File: config.mk
export PLATFORM = sky130hd
export DESIGN_NAME = uart_fifo_ctrl_param
export DESIGN_NICKNAME = d
export VERILOG_FILES = /design/src/rtl/uart_fifo_ctrl_param.sv
export SDC_FILE = /design/constraint.sdc
export NUM_CORES = 1
export LEC_CHECK = 0
export ABC_AREA = 0
export BUFFER_PORTS_ARGS = -buffer_cell sky130_fd_sc_hd__buf_2
export CORE_MARGIN = 4
export CORE_UTILIZATION = 63
export DETAILED_ROUTE_END_ITERATION = 10
export GPL_ROUTABILITY_DRIVEN = 0
export PLACE_DENSITY_LB_ADDON = 0.12
export SKIP_LAST_GASP = 1
export SYNTH_ARGS = -nofsm -noshare
export SYNTH_HDL_FRONTEND = slang
export SYNTH_SLANG_ARGS = --single-unit
export TNS_END_PERCENT = 10
File: constraint.sdc
create_clock -name clock -period 3.78 [get_ports clock]
set_input_delay 0.189 -clock clock [delete_from_list [all_inputs] [get_ports clock]]
set_output_delay 0.189 -clock clock [all_outputs]
set_load 0.02 [all_outputs]
File: src/rtl/uart_fifo_ctrl_param.sv
// uart_fifo_ctrl_param: parametrised UART FIFO controller with FWFT option, threshold flag, sticky errors and flush
module uart_fifo_ctrl_param #(
  parameter int WIDTH    = 8,
  parameter int DEPTH    = 128,
  parameter int CNT_BITS = 8,
  parameter int FWFT     = 0
) (
  input  logic                clock,
  input  logic                reset_n,
  input  logic                clr,
  input  logic [WIDTH-1:0]    data_in,
  input  logic                write_n,
  input  logic                read_n,
  input  logic [CNT_BITS-1:0] level,
  input  logic                flag_clr,
  output logic [WIDTH-1:0]    data_out,
  output logic                data_valid,
  output logic [CNT_BITS-1:0] count,
  output logic                full,
  output logic                empty,
  output logic                geq_level,
  output logic                overflow,
  output logic                underflow
);
  localparam int PW = $clog2(DEPTH);
  logic [WIDTH-1:0] mem [DEPTH];
  logic [PW-1:0] wr_ptr_q, wr_ptr_d, rd_ptr_q, rd_ptr_d;
  logic [CNT_BITS-1:0] count_q, count_d;
  logic [WIDTH-1:0] dout_q, dout_d;
  logic ovf_q, ovf_d, udf_q, udf_d, dv_q, dv_d;
  logic wr_en, rd_en;
  function automatic logic [PW-1:0] inc(input logic [PW-1:0] p);
    return (p == PW'(DEPTH - 1)) ? '0 : p + 1'b1;
  endfunction
  assign full       = count_q == CNT_BITS'(DEPTH);
  assign empty      = count_q == '0;
  assign count      = count_q;
  assign geq_level  = count_q >= level;
  assign overflow   = ovf_q;
  assign underflow  = udf_q;
  assign rd_en      = ~read_n & ~empty;
  assign wr_en      = ~write_n & (~full | rd_en);
  assign data_out   = (FWFT != 0) ? mem[rd_ptr_q] : dout_q;
  assign data_valid = (FWFT != 0) ? ~empty : dv_q;
  // next state; flush beats traffic and errors, a new error beats flag_clr
  always_comb begin
    wr_ptr_d = clr ? '0 : wr_en ? inc(wr_ptr_q) : wr_ptr_q;
    rd_ptr_d = clr ? '0 : rd_en ? inc(rd_ptr_q) : rd_ptr_q;
    count_d  = clr ? '0 : (wr_en & ~rd_en) ? count_q + 1'b1 : (rd_en & ~wr_en) ? count_q - 1'b1 : count_q;
    ovf_d    = ~clr & ((ovf_q & ~flag_clr) | (~write_n & full & ~rd_en));
    udf_d    = ~clr & ((udf_q & ~flag_clr) | (~read_n & empty));
    dv_d     = ~clr & rd_en;
    dout_d   = clr ? '0 : rd_en ? mem[rd_ptr_q] : dout_q;
  end
  // control state with asynchronous clear
  always_ff @(posedge clock or negedge reset_n) begin
    if (!reset_n) begin
      wr_ptr_q <= '0;
      rd_ptr_q <= '0;
      count_q  <= '0;
      ovf_q    <= 1'b0;
      udf_q    <= 1'b0;
      dv_q     <= 1'b0;
      dout_q   <= '0;
    end else begin
      wr_ptr_q <= wr_ptr_d;
      rd_ptr_q <= rd_ptr_d;
      count_q  <= count_d;
      ovf_q    <= ovf_d;
      udf_q    <= udf_d;
      dv_q     <= dv_d;
      dout_q   <= dout_d;
    end
  end
  // storage array, deliberately unreset so it maps to plain registers or RAM
  always_ff @(posedge clock) begin
    if (wr_en && !clr) mem[wr_ptr_q] <= data_in;
  end
endmodule

---- After elaboration in Yosys (flattened, before gate mapping) ----
Memory sizes are Yosys's and may differ from the RTL's.
Cells that the tools add are included.
word-level totals
  register bits after elaboration ......... 33
  RAM bits ................................ 1024
  input bits .............................. 22
  output and inout port bits .............. 22
  logic and storage cells ................. 58
  memories ................................ 1
memory list
  name  words  bits a word  read ports  clocked after Yosys merged registers in  wr ports  RTL line  source
  mem   128    8            1           0                                        1         26        logic [WIDTH-1:0] mem [DEPTH];
operators by class
  $add $sub $neg .......................... 4
  order comparisons ....................... 1
  eq/ne operators ......................... 3
  mux-type cells .......................... 13
  bitwise logic cells ..................... 23
  reduce and logical (&&, ||, !) cells .... 6
operator list
  operator               number
  $mux W7                6
  $mux W8                5
  $add A7 B1 Y7 const B  2
  $eq A7 B7 Y1 const B   2
  $and A1 B1 Y1          12
  $add A8 B1 Y8 const B  1
  $eq A8 B8 Y1 const B   1
  $ge A8 B8 Y1           1
  $logic_not A8 Y1       1
  $not A1 Y1             8
  $sub A8 B1 Y8 const B  1
  $reduce_bool A2 Y1     2
  $or A1 B1 Y1           3
  $reduce_bool A3 Y1     1
  $mux W1                2
  $logic_and A1 B1 Y1    1
  $logic_not A1 Y1       1

---- Longest topological paths before layout ----
  depth in word-level cells ............... 10
  mapped depth ............................ 13
  gate-level depth less buffers ........... 13

---- Worst setup path after synthesis ----
No wires, ideal clock.
  path kind ............................... register -> register
  start point ............................. register count_q[1] (netlist: count[1])
  end point ............................... memory mem[69][0], enable pin
  setup time .............................. 0.395 ns
  arrival ................................. 2.641 ns
  data required time ...................... 3.385 ns
  setup slack ............................. 0.744 ns
  stages on the path, launching flop included .. 8
  path buffers ............................ 1
  clock period less this slack ............ 3.036 ns
  cell sequence ........................... dfrtp_1 -> nor3_1 -> and2_1 -> a31o_2 -> buf_2 -> nor2_1 -> nand3_1 -> nor4bb_1
on the way
  longest elaborated chain between the ends .. 8
  elaborated cells between the ends (all ways) .. 10
  classes of those cells .................. eq/ne (1); mux (2); bitwise (5); reduce/logical (2)
RTL lines
  item                               RTL line  source
  from (decl)                        28        logic [CNT_BITS-1:0] count_q, count_d;
  from (signal assigned)             68        count_q <= count_d;
  $logic_not A8 Y1                   36        assign empty = count_q == '0;
  $not A1 Y1                         -
  $and A1 B1 Y1                      41        assign rd_en = ~read_n & ~empty;
  $or A1 B1 Y1 (*)                   42        assign wr_en = ~write_n & (~full | rd_en);
  $and A1 B1 Y1 (*)                  42
  $logic_and A1 B1 Y1 (*)            77        if (wr_en && !clr) mem[wr_ptr_q] <= data_in;
  $mux W1 (*)                        77
  $mux W1 (implied by the code) (*)  77
  to (decl)                          26
Mark *: on every way between the ends. The rest lies on a longest branch, timed or not.

---- Worst setup path after layout ----
  start point ............................. register rd_ptr_q[0]
  end point ............................... register dout_q[4] (netlist: data_out[4])
on the way
  longest elaborated chain between the ends .. 3
RTL lines
  item                    RTL line  source
  from (decl)             27        logic [PW-1:0] wr_ptr_q, wr_ptr_d, rd_ptr_q, rd_ptr_d;
  from (signal assigned)  67        rd_ptr_q <= rd_ptr_d;
  $mem_v2 Z128 W8         -
  $mux W8 (2 in series)   53        dout_d = clr ? '0 : rd_en ? mem[rd_ptr_q] : dout_q;
  to (signal assigned)    72        dout_q <= dout_d;
  to (decl)               29        logic [WIDTH-1:0] dout_q, dout_d;
Every way passes these cells. The select of a mux whose other input is x is not followed.
A chain may end at the register's enable or synchronous reset.

==> run summary <==
The run finished with clean final reports. The first detailed-routing pass ran for 6 iterations. Leaving out filler cells and counting taps, the final layout contains 3226.

The layout filler cell count was 3958. After floorplanning, the core was sized to cover 0.0657 sq mm. The maximum net fanout on the critical path was 37; the power density of the placed cells was 574 mW/mm^2.

The synthesized netlist devotes 4.96% of its cell area to compound gates. Setup violations remaining at the end of the flow were counted as 0. The mean routed wirelength per cell came out at 29.9 um.

The kind of critical path was register to register. For the pin with the worst max-slew slack, the measured transition is 1220 ps. The synthesized cell area is 0.0417 sq mm, and the required time at the endpoint of the critical path is 4310 ps.

The final cycle utilization of the critical path was 93.1%; the initial core utilization was 63.5%. The number of global-route vias before repair is 21717. Summing the areas of all xor and xnor instances in the mapped netlist gives 0.210% of the synthesized area.

The share of cell area taken by muxes after synthesis was 13.5%; the average cell area after synthesis was 19.2 sq um. The number of nets handed over by synthesis was 2218. The ratio of routed vias to standard cells was 6.71; the final count of pins violating max slew was 0. The post-CTS setup buffer count was 0; the fraction of final layout cells with drive strength greater than 1 was 19.4%.

The floorplan step set the die width to 265 um. The first global-routing pass estimated 145 mm of wire. For the arrival time at the worst endpoint, the log shows 4050 ps. The number of enable-type register cells in the synthesized netlist was 1024. Input and output buffers added on the ports amount to 43.

After clock tree synthesis, the repair step resized 0 gates. In this run the core area contains 94 standard-cell rows. The number of library cell types mapped by synthesis was 54; the final core utilization was 70.6%. The insertion delay of the later-clocked pin in the worst-skew pair is 650 ps, and the total global routing overflow is 0. The H-tree was split into 3 levels. The total negative slack for setup checks is 0 ps. Clock tree synthesis inserted a total of 101 buffers. The sum of net half-perimeters after detailed placement is 58.0 mm.

The clock transition at the registers of the reported paths is 60 ps, and the number of nets in the finished design is 2322. The routed via count is 21648, and the synthesis-to-layout area growth is 11.3%. In this run the remaining antenna-violating nets after routing total 0. The maximum number of pins on one net before global-route repair came out at 110. The worst-case clock skew is 24.1 ps.

Setup repair after global routing left no endpoint under its margin. The simple-gate area share of the yosys netlist was 3.29%; the number of antenna violations at the first check in global routing was 3. After detailed routing, the total wire length is 96.6 mm.

Timing would allow up to 284 MHz. Global routing used 27.8% of the available tracks. Sort of element at the start of the critical path: a register. From bottom edge to top edge, the die measures 265 um. For this run, asynchronously set or reset flops after synthesis account for 3.12%. Synthesis produced 2179 cells. In this run the deepest clock path goes through 3 buffers.

The die covers 0.0704 sq mm. The count of unresolved DRC violations after routing is 0. The I/O pin count was 44.

The launching instance or port of the critical path was rd_ptr_q[0]. Launch point of the worst hold path: data_in[4]. The tree is rooted in a clkbuf_16. Synthesis inferred 1057 register bits.

The routed design could run at a clock period as short as 3520 ps. Number of DRC violations after detailed-routing iteration 0: 2757. The number of failing hold endpoints at the final stage is 0. For the leakage component of the power, the log shows 14.6 nW. TritonCTS built the clock tree.

In this run, placement finished with an instance count of 3039. After Yosys synthesis, full adders, half adders and majority gates account for 0.528% of the synthesized area. Summing the sequential cell areas from Yosys gives 75.7% of the chip area. The total clock sinks is 1057, and the Yosys warning count is 0.

The tools report the type of destination of the critical path as a register. Max-cap violations in this run came to 0. The kind of path behind the tightest hold check is input port to register.

The worst-case IR drop observed on VDD is 0.000407 V. The main combinational cell family by area after synthesis is multiplexers. Flip-flop cell with the highest count after synthesis: edfxtp_1. Headroom to the max-slew limit came out at 18.7%.

In this run the critical register-to-register path is launched from rd_ptr_q[0].
registers in the layout, indices dropped and copies added (netlist names):
| name | count |
|---|---|
| data_valid | 1 |
| underflow | 1 |
| mem | 1024 |
| wr_ptr_q | 7 |
| data_out | 8 |
| rd_ptr_q | 7 |
| overflow | 1 |
| count | 8 |
synthesized netlist by cell type (5+ instances only):
master,n,area (sq um)
or3_1,5,31.3
ha_1,16,200
buf_2,20,100
mux4_2,177,3990
a22o_1,7,61.3
a211oi_1,24,180
nor2b_1,12,75.1
o221ai_1,31,272
o21ai_0,36,180
buf_6,13,146
o22ai_1,14,87.6
nor2_1,157,589
a22oi_1,32,240
a221oi_1,51,447
clkbuf_1,78,293
mux2i_1,163,1630
inv_1,18,67.6
edfxtp_1,1024,30700
dfrtp_1,33,826
nand3_1,17,85.1
a2111oi_0,13,114
a21oi_1,56,280
o31ai_1,7,52.6
o21ai_1,6,30.0
buf_4,11,82.6
xor2_1,7,61.3
nand2b_1,17,106
buf_8,5,75.1
buf_1,6,22.5
nor3_1,17,85.1
nand2_1,61,229
final cells by class:
cell class                 count  area (sq um)  area share, %
sequential                  1057         31600           68.0
clock inverter                55           527           1.13
clock buffer                 126          2680           5.78
multi-input combinational    970          9390           20.2
inverter                      19          71.3          0.154
tap                          864          1080           2.33
antenna                        1          2.50        0.00539
timing repair buffer         134          1110           2.38
final timing paths:
| path | end | slack [ps] | depth (start not counted) |
|---|---|---|---|
| worst max-delay path | data_out[4] | 260 | 9 |
| worst min-delay path | mem[0][4] | 50 | 1 |
| worst max register to register | data_out[4] | 260 | 9 |
| worst min register to register | data_out[0] | 490 | 2 |
| max in group asynchronous | rd_ptr_q[0] | 2880 | 2 |
| min in group asynchronous | count[3] | 200 | 2 |
stage by stage:
stage               worst slack [ps]  hold WS [ps]  area, sq um  total power [mW]
floorplan                        744          -107        41700              15.8
global placement                 348           335        43200              16.9
detailed placement               362           343        43200              17.0
CTS                              287          13.6        46400              26.7
global route                    63.1          34.8        46400              27.5
finish                           260          47.0        46400              26.6
power breakdown:
group / leakage [nW] / internal [mW] / switching (mW)
Combinational: 3.36 / 1.62 / 2.06
Clock: 1.56 / 5.69 / 4.18
Sequential: 9.64 / 12.9 / 0.149
Total: 14.6 / 20.2 / 6.40
per-layer routing:
| layer | up-vias | wire length [um] | GRT usage, % | part of all wire [%] |
|---|---|---|---|---|
| li1 | 9140 | - | - | - |
| met1 | 11137 | 37500 | 41.5 | 39 |
| met2 | 1185 | 46000 | 43.4 | 48 |
| met3 | 186 | 10400 | 5.67 | 11 |
| met4 | 0 | 2620 | 7.41 | 2.7 |
| met5 | - | 0 | 0 | 0 |
repair_timing:
action / in CTS / in global routing
hold endpoints to repair: 45 / 0
setup endpoints to repair: 0 / 0
hold buffers: 5 / 0
critical path, cell delays in order, from the launching register on:
cell	delay, ps
dfrtp_4	600
buf_12	340
buf_12	290
mux2i_1	250
o22ai_1	110
a2111oi_0	940
a2111oi_0	210
buf_4	200
nor3_1	310
o21ai_1	90
cell families (layout without fill, tap and decap cells):
family / Yosys count / after routing
compound gates: 293 / 293
xor+xnor: 10 / 10
fa+ha+maj: 17 / 17
buf+inv: 152 / 334
flops: 1057 / 1057
mux: 340 / 340
other cells: 0 / 1
simple gates: 310 / 310
cell usage in the layout, fill, tap and decap left out, types with 36 or more instances in the layout:
master and n:
nand2_1 61, buf_4 80, o21ai_0 36, edfxtp_1 1024, clkbuf_16 103, a221oi_1 51, a21oi_1 56, mux4_2 177
nor2_1 156, mux2i_1 163
Note: power is estimated with default switching activity, not from simulation.
